--- src/rtl/vga_frame_ctrl.sv ---
// Start-up sequencer and frame/animation timing for vga_sync_gen: waits for a
// stable pixel-PLL lock, releases the sync generator, then enables video at the first clean frame.
module vga_frame_ctrl #(
  parameter int LOCK_CYCLES     = 1024,
  parameter int FRAMES_PER_STEP = 6,
  parameter int ANIM_FRAMES     = 12,
  parameter int FRAME_W         = 4
) (
  input  logic               px_clk,
  input  logic               reset_n,
  input  logic               pll_locked,
  input  logic               vsync,
  input  logic               anim_pause,
  output logic               sync_reset,
  output logic               video_en,
  output logic               frame_start,
  output logic               anim_tick,
  output logic [FRAME_W-1:0] anim_frame,
  output logic [15:0]        frame_count
);

  localparam int LOCK_W = $clog2(LOCK_CYCLES);
  localparam int DIV_W  = (FRAMES_PER_STEP > 1) ? $clog2(FRAMES_PER_STEP) : 1;

  localparam logic [LOCK_W-1:0]  LOCK_LAST = LOCK_W'(LOCK_CYCLES - 1);
  localparam logic [DIV_W-1:0]   DIV_LAST  = DIV_W'(FRAMES_PER_STEP - 1);
  localparam logic [FRAME_W-1:0] ANIM_LAST = FRAME_W'(ANIM_FRAMES - 1);

  typedef enum logic [1:0] {
    WAIT_LOCK = 2'd0,
    RELEASE   = 2'd1,
    SYNC_WAIT = 2'd2,
    RUN       = 2'd3
  } state_t;

  state_t              r_state;
  logic                r_sync1;
  logic                r_locked_s;
  logic                r_vsync_q;
  logic [LOCK_W-1:0]   r_lock_cnt;
  logic [DIV_W-1:0]    r_div;
  logic                r_sync_reset;
  logic                r_video_en;
  logic                r_frame_start;
  logic                r_anim_tick;
  logic [FRAME_W-1:0]  r_anim_frame;
  logic [15:0]         r_frame_count;

  logic                w_rise;
  logic                w_div_wrap;
  logic [FRAME_W-1:0]  w_anim_next;

  // Rising vsync (active low) marks the end of the sync pulse.
  assign w_rise      = !r_vsync_q && vsync;
  assign w_div_wrap  = (r_div == DIV_LAST);
  assign w_anim_next = (r_anim_frame == ANIM_LAST) ? '0 : r_anim_frame + 1'b1;

  always_ff @(posedge px_clk or negedge reset_n) begin
    if (!reset_n) begin
      r_state       <= WAIT_LOCK;
      r_sync1       <= 1'b0;
      r_locked_s    <= 1'b0;
      r_vsync_q     <= 1'b1;
      r_lock_cnt    <= '0;
      r_div         <= '0;
      r_sync_reset  <= 1'b1;
      r_video_en    <= 1'b0;
      r_frame_start <= 1'b0;
      r_anim_tick   <= 1'b0;
      r_anim_frame  <= '0;
      r_frame_count <= '0;
    end else begin
      r_sync1       <= pll_locked;
      r_locked_s    <= r_sync1;
      r_vsync_q     <= vsync;
      r_frame_start <= 1'b0;
      r_anim_tick   <= 1'b0;

      case (r_state)
        WAIT_LOCK: begin
          r_sync_reset <= 1'b1;
          r_video_en   <= 1'b0;
          if (!r_locked_s) begin
            r_lock_cnt <= '0;
          end else if (r_lock_cnt == LOCK_LAST) begin
            r_lock_cnt <= '0;
            r_state    <= RELEASE;
          end else begin
            r_lock_cnt <= r_lock_cnt + 1'b1;
          end
        end

        RELEASE: begin
          if (!r_locked_s) begin
            r_state      <= WAIT_LOCK;
            r_sync_reset <= 1'b1;
            r_video_en   <= 1'b0;
            r_div        <= '0;
            r_lock_cnt   <= '0;
          end else begin
            r_sync_reset <= 1'b0;
            r_state      <= SYNC_WAIT;
          end
        end

        SYNC_WAIT, RUN: begin
          // Lock loss wins over a coincident rise; frame/anim position is kept.
          if (!r_locked_s) begin
            r_state      <= WAIT_LOCK;
            r_sync_reset <= 1'b1;
            r_video_en   <= 1'b0;
            r_div        <= '0;
            r_lock_cnt   <= '0;
          end else if (w_rise) begin
            r_state       <= RUN;
            r_video_en    <= 1'b1;
            r_frame_start <= 1'b1;
            r_frame_count <= r_frame_count + 16'd1;
            if (!anim_pause) begin
              if (w_div_wrap) begin
                r_div        <= '0;
                r_anim_tick  <= 1'b1;
                r_anim_frame <= w_anim_next;
              end else begin
                r_div <= r_div + 1'b1;
              end
            end
          end
        end

        default: begin
          r_state      <= WAIT_LOCK;
          r_sync_reset <= 1'b1;
          r_video_en   <= 1'b0;
          r_div        <= '0;
          r_lock_cnt   <= '0;
        end
      endcase
    end
  end

  assign sync_reset  = r_sync_reset;
  assign video_en    = r_video_en;
  assign frame_start = r_frame_start;
  assign anim_tick   = r_anim_tick;
  assign anim_frame  = r_anim_frame;
  assign frame_count = r_frame_count;

`ifndef SYNTHESIS
  always @(posedge px_clk) begin
    assert (LOCK_CYCLES >= 2 && FRAMES_PER_STEP >= 1 && ANIM_FRAMES >= 2 &&
            ANIM_FRAMES <= (1 << FRAME_W))
      else $error("vga_frame_ctrl: illegal parameter set");
    if (reset_n) begin
      assert (int'(r_anim_frame) < ANIM_FRAMES)
        else $error("vga_frame_ctrl: anim_frame out of range");
      assert (!r_anim_tick || r_frame_start)
        else $error("vga_frame_ctrl: anim_tick without frame_start");
      assert (!r_video_en || !r_sync_reset)
        else $error("vga_frame_ctrl: video enabled while sync held in reset");
    end
  end
`endif

endmodule

--- config.mk ---
export PLATFORM = sky130hd
export DESIGN_NAME = vga_frame_ctrl
export DESIGN_NICKNAME = d
export VERILOG_FILES = /design/src/rtl/vga_frame_ctrl.sv
export SDC_FILE = /design/constraint.sdc
export NUM_CORES = 1
export LEC_CHECK = 0
export ABC_AREA = 1
export CORE_UTILIZATION = 58
export CTS_CLUSTER_SIZE = 40
export DETAILED_ROUTE_END_ITERATION = 12
export HOLD_SLACK_MARGIN = 0.08
export PLACE_DENSITY = 0.81
export SYNTH_ARGS = -nofsm -noshare
export SYNTH_HDL_FRONTEND = slang
export SYNTH_SLANG_ARGS = --single-unit
--- constraint.sdc ---
create_clock -name px_clk -period 2.75 [get_ports px_clk]
set_input_delay 0.275 -clock px_clk [delete_from_list [all_inputs] [get_ports px_clk]]
set_output_delay 0.275 -clock px_clk [all_outputs]
set_load 0.01 [all_outputs]
==> results of run 1 <==
==> path summary, 6_finish.rpt <==
check	slack [ns]	from	to
min in group asynchronous	0.57	reset_n	frame_count[6]$_DFFE_PN0P_
worst min-delay path	0.36	r_sync1$_DFF_PN0_	r_locked_s$_DFF_PN0_
worst max register to register	1.20	r_state[1]$_DFFE_PN0P_	r_lock_cnt[6]$_DFFE_PN0P_
worst max-delay path	1.06	sync_reset$_DFFE_PN1N_	sync_reset
max in group asynchronous	1.62	reset_n	r_state[1]$_DFFE_PN0P_
worst min register to register	0.36	r_sync1$_DFF_PN0_	r_locked_s$_DFF_PN0_
==> cell type report <==
cell class / instances / area [um^2] / area share
Clock buffer: 7 / 45.04 / 0.01833
Sequential cell: 42 / 1054 / 0.4287
Inverter: 33 / 123.9 / 0.05041
Timing Repair Buffer: 29 / 285.3 / 0.1161
Tap cell: 46 / 57.56 / 0.02342
Multi-Input combinational cell: 179 / 892.1 / 0.3630
==> metal layers <==
layer	up-vias	global-route usage
met5	-	0
met4	0	0.08571
met3	6	0.05590
met2	26	0.3303
met1	736	0.2884
li1	870	-
==> layout by cell type (no fill, tap or decap) <==
master and n:
nor2_2 1, xnor2_1 5, dlygate4sd3_1 1, clkbuf_1 2, nand4_1 2, nand3_1 17
nand2_2 1, dfstp_2 2, o21bai_1 1, nand3b_1 2, ha_1 3, xor2_1 9
nand2_4 2, buf_2 1, inv_2 2, nor2_4 1, a31o_2 1, or2_2 2
nand2_1 83, o22ai_1 2, o21ai_0 10, clkdlybuf4s50_1 27, nor3_1 3, dfrtp_1 40
nor2_1 26, nor2_8 1, a21oi_1 6, inv_1 31, o21a_1 1, clkbuf_4 5
==> cell usage after synthesis (2+ instances only) <==
master,count
inv_2,2
nor3_1,3
o21ai_0,10
ha_1,3
a21oi_1,6
or2_2,2
o22ai_1,2
nor2_1,26
nand2_4,2
nand3b_1,2
dfrtp_1,40
xor2_1,9
nand4_1,2
nand2_1,83
inv_1,31
xnor2_1,5
nand3_1,17
dfstp_2,2
==> stage by stage <==
step / power, uW / hold slack, ns / setup WS, ns / util / instance area, um^2
6_report: 939.2 / 0.3603 / 1.060 / 0.7250 / 2457
5_1_grt: 980.6 / 0.3321 / 1.013 / 0.7250 / 2457
4_1_cts: 953.5 / 0.3466 / 1.037 / 0.7250 / 2457
3_5_place_dp: 671.8 / 0.3403 / 1.042 / 0.7087 / 2402
3_3_place_gp: 671.4 / 0.3354 / 1.089 / 0.7087 / 2402
2_1_floorplan: 651.9 / -0.02059 / 1.468 / - / 2082
==> power by group <==
group / switching (uW) / internal [uW]
Combinational: 19.3 / 10.6
Sequential: 5.70 / 624
Clock: 183 / 96.6
Total: 208 / 731
==> state kept, by name (all words and copies together), names as in the netlist <==
name         cells
anim_frame       4
anim_tick        1
frame_count     16
frame_start      1
r_div            3
r_lock_cnt      10
r_locked_s       1
r_state          2
r_sync1          1
r_vsync_q        1
sync_reset       1
video_en         1
==> cell families after synthesis <==
kind of cell	count (synthesis)	share of synthesized area
buf+inv	35	0.06550
compound gates	21	0.05589
flops	42	0.5060
simple gates	141	0.2957
fa+ha+maj	3	0.01803
xor+xnor	14	0.05890
==> timing repair <==
item,in CTS,in global routing
hold buffers,1,0
hold endpoints to repair,40,0
gates resized for setup,0,0
==> metrics.json, run 1 <==
{
  "detail_route.iter0.violations": {"value": 98},
  "vias_per_cell": {"value": 4.875},
  "placed_cells": {"value": 328},
  "postCtsSetupRepairBufs": {"value": 0},
  "globalplace.congestion": {"value": 0.8085},
  "worst_hold_path.num_cells": {"value": 0},
  "outcome": {"value": "complete, no violations"},
  "layout-drive-gt1-share": {"value": 0.06552},
  "post_layout_nonfiller_instances": {"value": 336},
  "root_buffer": {"value": "clkbuf_4"},
  "critical_path.max_fanout": {"value": 2},
  "critical_path.top_delay_family": {"value": "flip-flops"},
  "static-leakage-power": {"value": 0.001217, "unit": "uW"},
  "clkLatencyLatePin": {"value": 0.35, "unit": "ns"},
  "syn-instance-count": {"value": 256},
  "fin_worst_skew": {"value": 0.01087, "unit": "ns"},
  "final_antenna_net_count": {"value": 0},
  "synth.ff_latch_count": {"value": 42},
  "fillerInstances": {"value": 271},
  "power_per_cell_area": {"value": 382.2, "unit": "mW/mm^2"},
  "worst-r2r-cell-count": {"value": 4},
  "die_width": {"value": 61.92, "unit": "um"},
  "worstPathCellList": {"value": "clkdlybuf4s50_1"},
  "avgRoutedWirePerCell": {"value": 10.69, "unit": "um"},
  "synth-async-reset-ratio": {"value": 1.000},
  "power.ir.vdd_worst": {"value": 0.3386, "unit": "mV"},
  "via_count_of_the_first_global_routing_pass": {"value": 1371},
  "clk_transition_reported_paths": {"value": 0.10, "unit": "ns"},
  "cts.htree.levels": {"value": 2},
  "antenna-diode-count": {"value": 0},
  "critical_path.max_stage_delay": {"value": 0.55, "unit": "ns"},
  "dp.final_hpwl": {"value": 2688, "unit": "um"},
  "worst_path_required": {"value": 2.48, "unit": "ns"},
  "postSynthNetCount": {"value": 264},
  "path_buf_inv": {"value": 1},
  "number_of_vias_after_detailed_routing": {"value": 1638},
  "antenna_found_initial": {"value": 0},
  "tightest_slew": {"value": 0.8963, "unit": "ns"},
  "synth_flop_type": {"value": "dfrtp_1"},
  "arrival_worst_endpoint": {"value": 1.42, "unit": "ns"},
  "count_of_distinct_cell_types_in_the_synthesized_netlist": {"value": 27},
  "wire_length_of_the_first_global_routing_pass": {"value": 5858, "unit": "um"},
  "path_class": {"value": "reg -> out"},
  "cts-root-to-sink-buffers": {"value": 2},
  "met3WireLength": {"value": 108, "unit": "um"},
  "tritoncts": {"value": "built"},
  "design.final.nets": {"value": 298},
  "postRouteWirelength": {"value": 3591, "unit": "um"},
  "global_route.overflow_total": {"value": 0},
  "clock_sink_count": {"value": 42},
  "hold_viol_final": {"value": 0},
  "floorplan.rows": {"value": 21},
  "cap_viol_max_count": {"value": 0},
  "drt_pre_antenna_iters": {"value": 4},
  "crit_path_top_delay_cell": {"value": "dfstp_2"},
  "clock.fmax": {"value": 591.7, "unit": "MHz"},
  "totalNegativeSetupSlack": {"value": 0, "unit": "ns"},
  "synth-edff-count": {"value": 0},
  "max-slew-margin-rel": {"value": 0.4024},
  "numCtsBuffers": {"value": 5},
  "rsz0062_at_grt": {"value": "false"},
  "core_area": {"value": 0.003390, "unit": "mm^2"},
  "synth.cell_area": {"value": 0.002082, "unit": "mm^2"},
  "post-synth-top-area-cell": {"value": "dfrtp_1"},
  "report.final.slew_viol_count": {"value": 0},
  "cp.depth": {"value": 1},
  "worstSetupEndpointType": {"value": "output pin"},
  "synth.yosys.warnings": {"value": 0},
  "routed_metal_1_wire_length": {"value": 1771, "unit": "um"},
  "areaGrowthSynthToFinish": {"value": 18.03, "unit": "%"},
  "floorplan.initialDensity": {"value": 0.6142},
  "placement.io_buffers": {"value": 28},
  "dieArea": {"value": 0.003833, "unit": "mm^2"},
  "yosysSeqAreaShare": {"value": 0.5060},
  "synth_top_cell_area_share": {"value": 0.4808},
  "final_period_minus_worst_setup_slack": {"value": 1.690, "unit": "ns"},
  "detailroute.wirelength.met2": {"value": 1644, "unit": "um"},
  "die_y": {"value": 61.92, "unit": "um"},
  "synth_area_leaders": {"value": "dfrtp_1, nand2_1, inv_1"},
  "report.final.setup_viol": {"value": 0},
  "ioPinCount": {"value": 29},
  "grt_start_max_net_pins": {"value": 43},
  "top_signal_layer_used": {"value": "met4"},
  "timing.final.crit_share": {"value": 0.6146},
  "total_grt_usage": {"value": 0.2136},
  "drcViolationCount": {"value": 0},
  "worstHoldPathType": {"value": "reg -> reg"},
  "setup.worst_path.start_class": {"value": "flop"},
  "synth.avg_cell_area": {"value": 8.133, "unit": "um^2"}
}
Power figures use the tool's default switching activity.
==> run 2: changes to the inputs <==
--- a/config.mk
+++ b/config.mk
@@ -6,11 +6,11 @@
 export NUM_CORES = 1
 export LEC_CHECK = 0
 export ABC_AREA = 1
-export CORE_UTILIZATION = 58
+export CORE_UTILIZATION = 54
 export CTS_CLUSTER_SIZE = 40
 export DETAILED_ROUTE_END_ITERATION = 12
 export HOLD_SLACK_MARGIN = 0.08
-export PLACE_DENSITY = 0.81
+export PLACE_DENSITY = 0.76
 export SYNTH_ARGS = -nofsm -noshare
 export SYNTH_HDL_FRONTEND = slang
 export SYNTH_SLANG_ARGS = --single-unit
==> constraint.sdc (replaced) <==
create_clock -name px_clk -period 1.7 [get_ports px_clk]
set_input_delay 0.17 -clock px_clk [delete_from_list [all_inputs] [get_ports px_clk]]
set_output_delay 0.17 -clock px_clk [all_outputs]
set_load 0.01 [all_outputs]
==> run 2 against run 1 <==
Effect of this change:
- die area up 7.2%
- largest cell class unchanged
- global-route usage up 0.90 points
- wire length up 5.3%
- count of clock-buffer cells in the layout down 1
- utilization down 3.4 points
- flip-flop and latch count unchanged
- final cell count up 1.5%
- combinational power up 70%
- cell area up 3.8%
- worst setup slack worse by 0.88 ns
- register-to-register slack worse by 0.99 ns
- total power up 98%
==> metrics.json, run 2 (same netlist as run 1, synthesis figures left out) <==
{
  "dieArea": {"value": 0.004108, "unit": "mm^2"},
  "power.internal": {"value": 1497, "unit": "uW"},
  "layout_common_cells": {"value": "nand2_1, dfrtp_1, inv_1"},
  "p_switching": {"value": 363.5, "unit": "uW"},
  "critical_path.max_stage_delay": {"value": 0.53, "unit": "ns"},
  "largest_reg_flops": {"value": 16},
  "report.final.setup_viol": {"value": 0},
  "tightest_slew": {"value": 0.5136, "unit": "ns"},
  "globalplace.congestion": {"value": 0.8635},
  "numCtsBuffers": {"value": 5},
  "drcViolationCount": {"value": 0},
  "layout-drive-gt1-share": {"value": 0.08191},
  "design.final.nets": {"value": 301},
  "worstSetupEndpointType": {"value": "output pin"},
  "total_grt_usage": {"value": 0.2227},
  "final_antenna_net_count": {"value": 0},
  "hold_viol_final": {"value": 0},
  "grt_start_max_net_pins": {"value": 43},
  "power.share.clock": {"value": 0.425},
  "ioPinCount": {"value": 29},
  "worst_path_required": {"value": 1.53, "unit": "ns"},
  "ctsHoldBuffers": {"value": 1},
  "critical_path.top_delay_family": {"value": "flip-flops"},
  "setup_ws": {"value": 0.1750, "unit": "ns"},
  "areaGrowthSynthToFinish": {"value": 22.48, "unit": "%"},
  "core_area": {"value": 0.003689, "unit": "mm^2"},
  "antenna-diode-count": {"value": 0},
  "via_count_of_the_first_global_routing_pass": {"value": 1645},
  "vias_per_cell": {"value": 5.015},
  "clock_sink_count": {"value": 42},
  "avgRoutedWirePerCell": {"value": 11.09, "unit": "um"},
  "final_period_minus_worst_setup_slack": {"value": 1.525, "unit": "ns"},
  "path_class": {"value": "reg -> out"},
  "die_width": {"value": 64.10, "unit": "um"},
  "totalNegativeSetupSlack": {"value": 0, "unit": "ns"},
  "tritoncts": {"value": "built"},
  "worstPathCellList": {"value": "clkdlybuf4s50_1"},
  "global_route.overflow_total": {"value": 0},
  "antenna_found_initial": {"value": 0},
  "sequentialPowerShare": {"value": 0.547},
  "die_y": {"value": 64.10, "unit": "um"},
  "power.ir.vdd_worst": {"value": 0.4483, "unit": "mV"},
  "number_of_vias_after_detailed_routing": {"value": 1710},
  "clkLatencyLatePin": {"value": 0.30, "unit": "ns"},
  "root_buffer": {"value": "clkbuf_8"},
  "final_common_cell": {"value": "nand2_1"},
  "report.final.slew_viol_count": {"value": 0},
  "floorplan.initialDensity": {"value": 0.5645},
  "cts.htree.levels": {"value": 2},
  "cts_repair_resize_count": {"value": 0},
  "worstHoldPathType": {"value": "in -> reg"},
  "placement.io_buffers": {"value": 28},
  "timing.final.crit_share": {"value": 0.8970},
  "rsz0062_at_grt": {"value": "false"},
  "fillerInstances": {"value": 315},
  "static-leakage-power": {"value": 0.001263, "unit": "uW"},
  "path_buf_inv": {"value": 1},
  "floorplan.rows": {"value": 22},
  "power_per_cell_area": {"value": 729.7, "unit": "mW/mm^2"},
  "outcome": {"value": "complete, no violations"},
  "place_worst_setup_slack": {"value": 0.09415, "unit": "ns"},
  "postCtsSetupRepairBufs": {"value": 0},
  "postRouteWirelength": {"value": 3780, "unit": "um"},
  "wire_length_of_the_first_global_routing_pass": {"value": 7003, "unit": "um"},
  "clock.fmax": {"value": 655.8, "unit": "MHz"},
  "clk_transition_reported_paths": {"value": 0.07, "unit": "ns"},
  "arrival_worst_endpoint": {"value": 1.35, "unit": "ns"},
  "drt_pre_antenna_iters": {"value": 4},
  "power.combinational.fraction": {"value": 0.027},
  "setup.worst_path.start_class": {"value": "flop"},
  "max-slew-margin-rel": {"value": 0.6576},
  "critical_path.max_fanout": {"value": 2},
  "detail_route.iter0.violations": {"value": 142},
  "cts-root-to-sink-buffers": {"value": 2},
  "fin_worst_skew": {"value": 0.003540, "unit": "ns"},
  "cap_viol_max_count": {"value": 0},
  "crit_path_top_delay_cell": {"value": "dfstp_2"},
  "dp.final_hpwl": {"value": 2744, "unit": "um"},
  "power.switching_fraction": {"value": 0.1954}
}
-- run 2: path summary, 6_finish.rpt --
| path | from | end | slack [ns] | depth (start not counted) |
|---|---|---|---|---|
| worst max-delay path | sync_reset$_DFFE_PN1N_ | sync_reset | 0.18 | 1 |
| worst min-delay path | pll_locked | r_sync1$_DFF_PN0_ | 0.31 | 1 |
| worst max register to register | r_locked_s$_DFF_PN0_ | frame_count[13]$_DFFE_PN0P_ | 0.21 | 7 |
| worst min register to register | r_sync1$_DFF_PN0_ | r_locked_s$_DFF_PN0_ | 0.36 | 0 |
| max in group asynchronous | reset_n | r_vsync_q$_DFF_PN1_ | 0.87 | 3 |
| min in group asynchronous | reset_n | r_lock_cnt[4]$_DFFE_PN0P_ | 0.46 | 3 |
-- run 2: per-stage QoR --
stage	hold slack, ns	util	area (um^2)	cells	power (uW)
floorplan	-0.1256	-	2082	256	1055
finish	0.3069	0.6913	2550	341	1861
CTS	0.2971	0.6913	2550	341	1883
global placement	0.2652	0.6581	2427	333	1088
detailed placement	0.2684	0.6581	2427	333	1089
global route	0.3156	0.6913	2550	341	1934
-- run 2: layout make-up --
class	instances	area (um^2)	area share
Tap cell	48	60.06	0.02355
Sequential cell	42	1054	0.4131
Timing Repair Buffer	32	307.8	0.1207
Clock inverter	1	30.03	0.01178
Clock buffer	6	82.58	0.03238
Multi-Input combinational cell	179	892.1	0.3499
Inverter	33	123.9	0.04858
-- run 2: layer usage --
layer / vias up / wire, um / global-route usage
met5: - / 0 / 0
met4: 0 / 73 / 0.1000
met3: 8 / 149 / 0.04286
met2: 42 / 1796 / 0.3524
met1: 787 / 1760 / 0.2969
li1: 873 / - / -
-- run 2: power groups by stage --
stage	Clock [uW]	Combinational (uW)	Sequential, uW
after floorplan	0	21.0	1030
after global placement	0	51.1	1040
after detailed placement	0	51.7	1040
after CTS	812	53.3	1020
after global routing	853	60.3	1020
final	791	50.9	1020
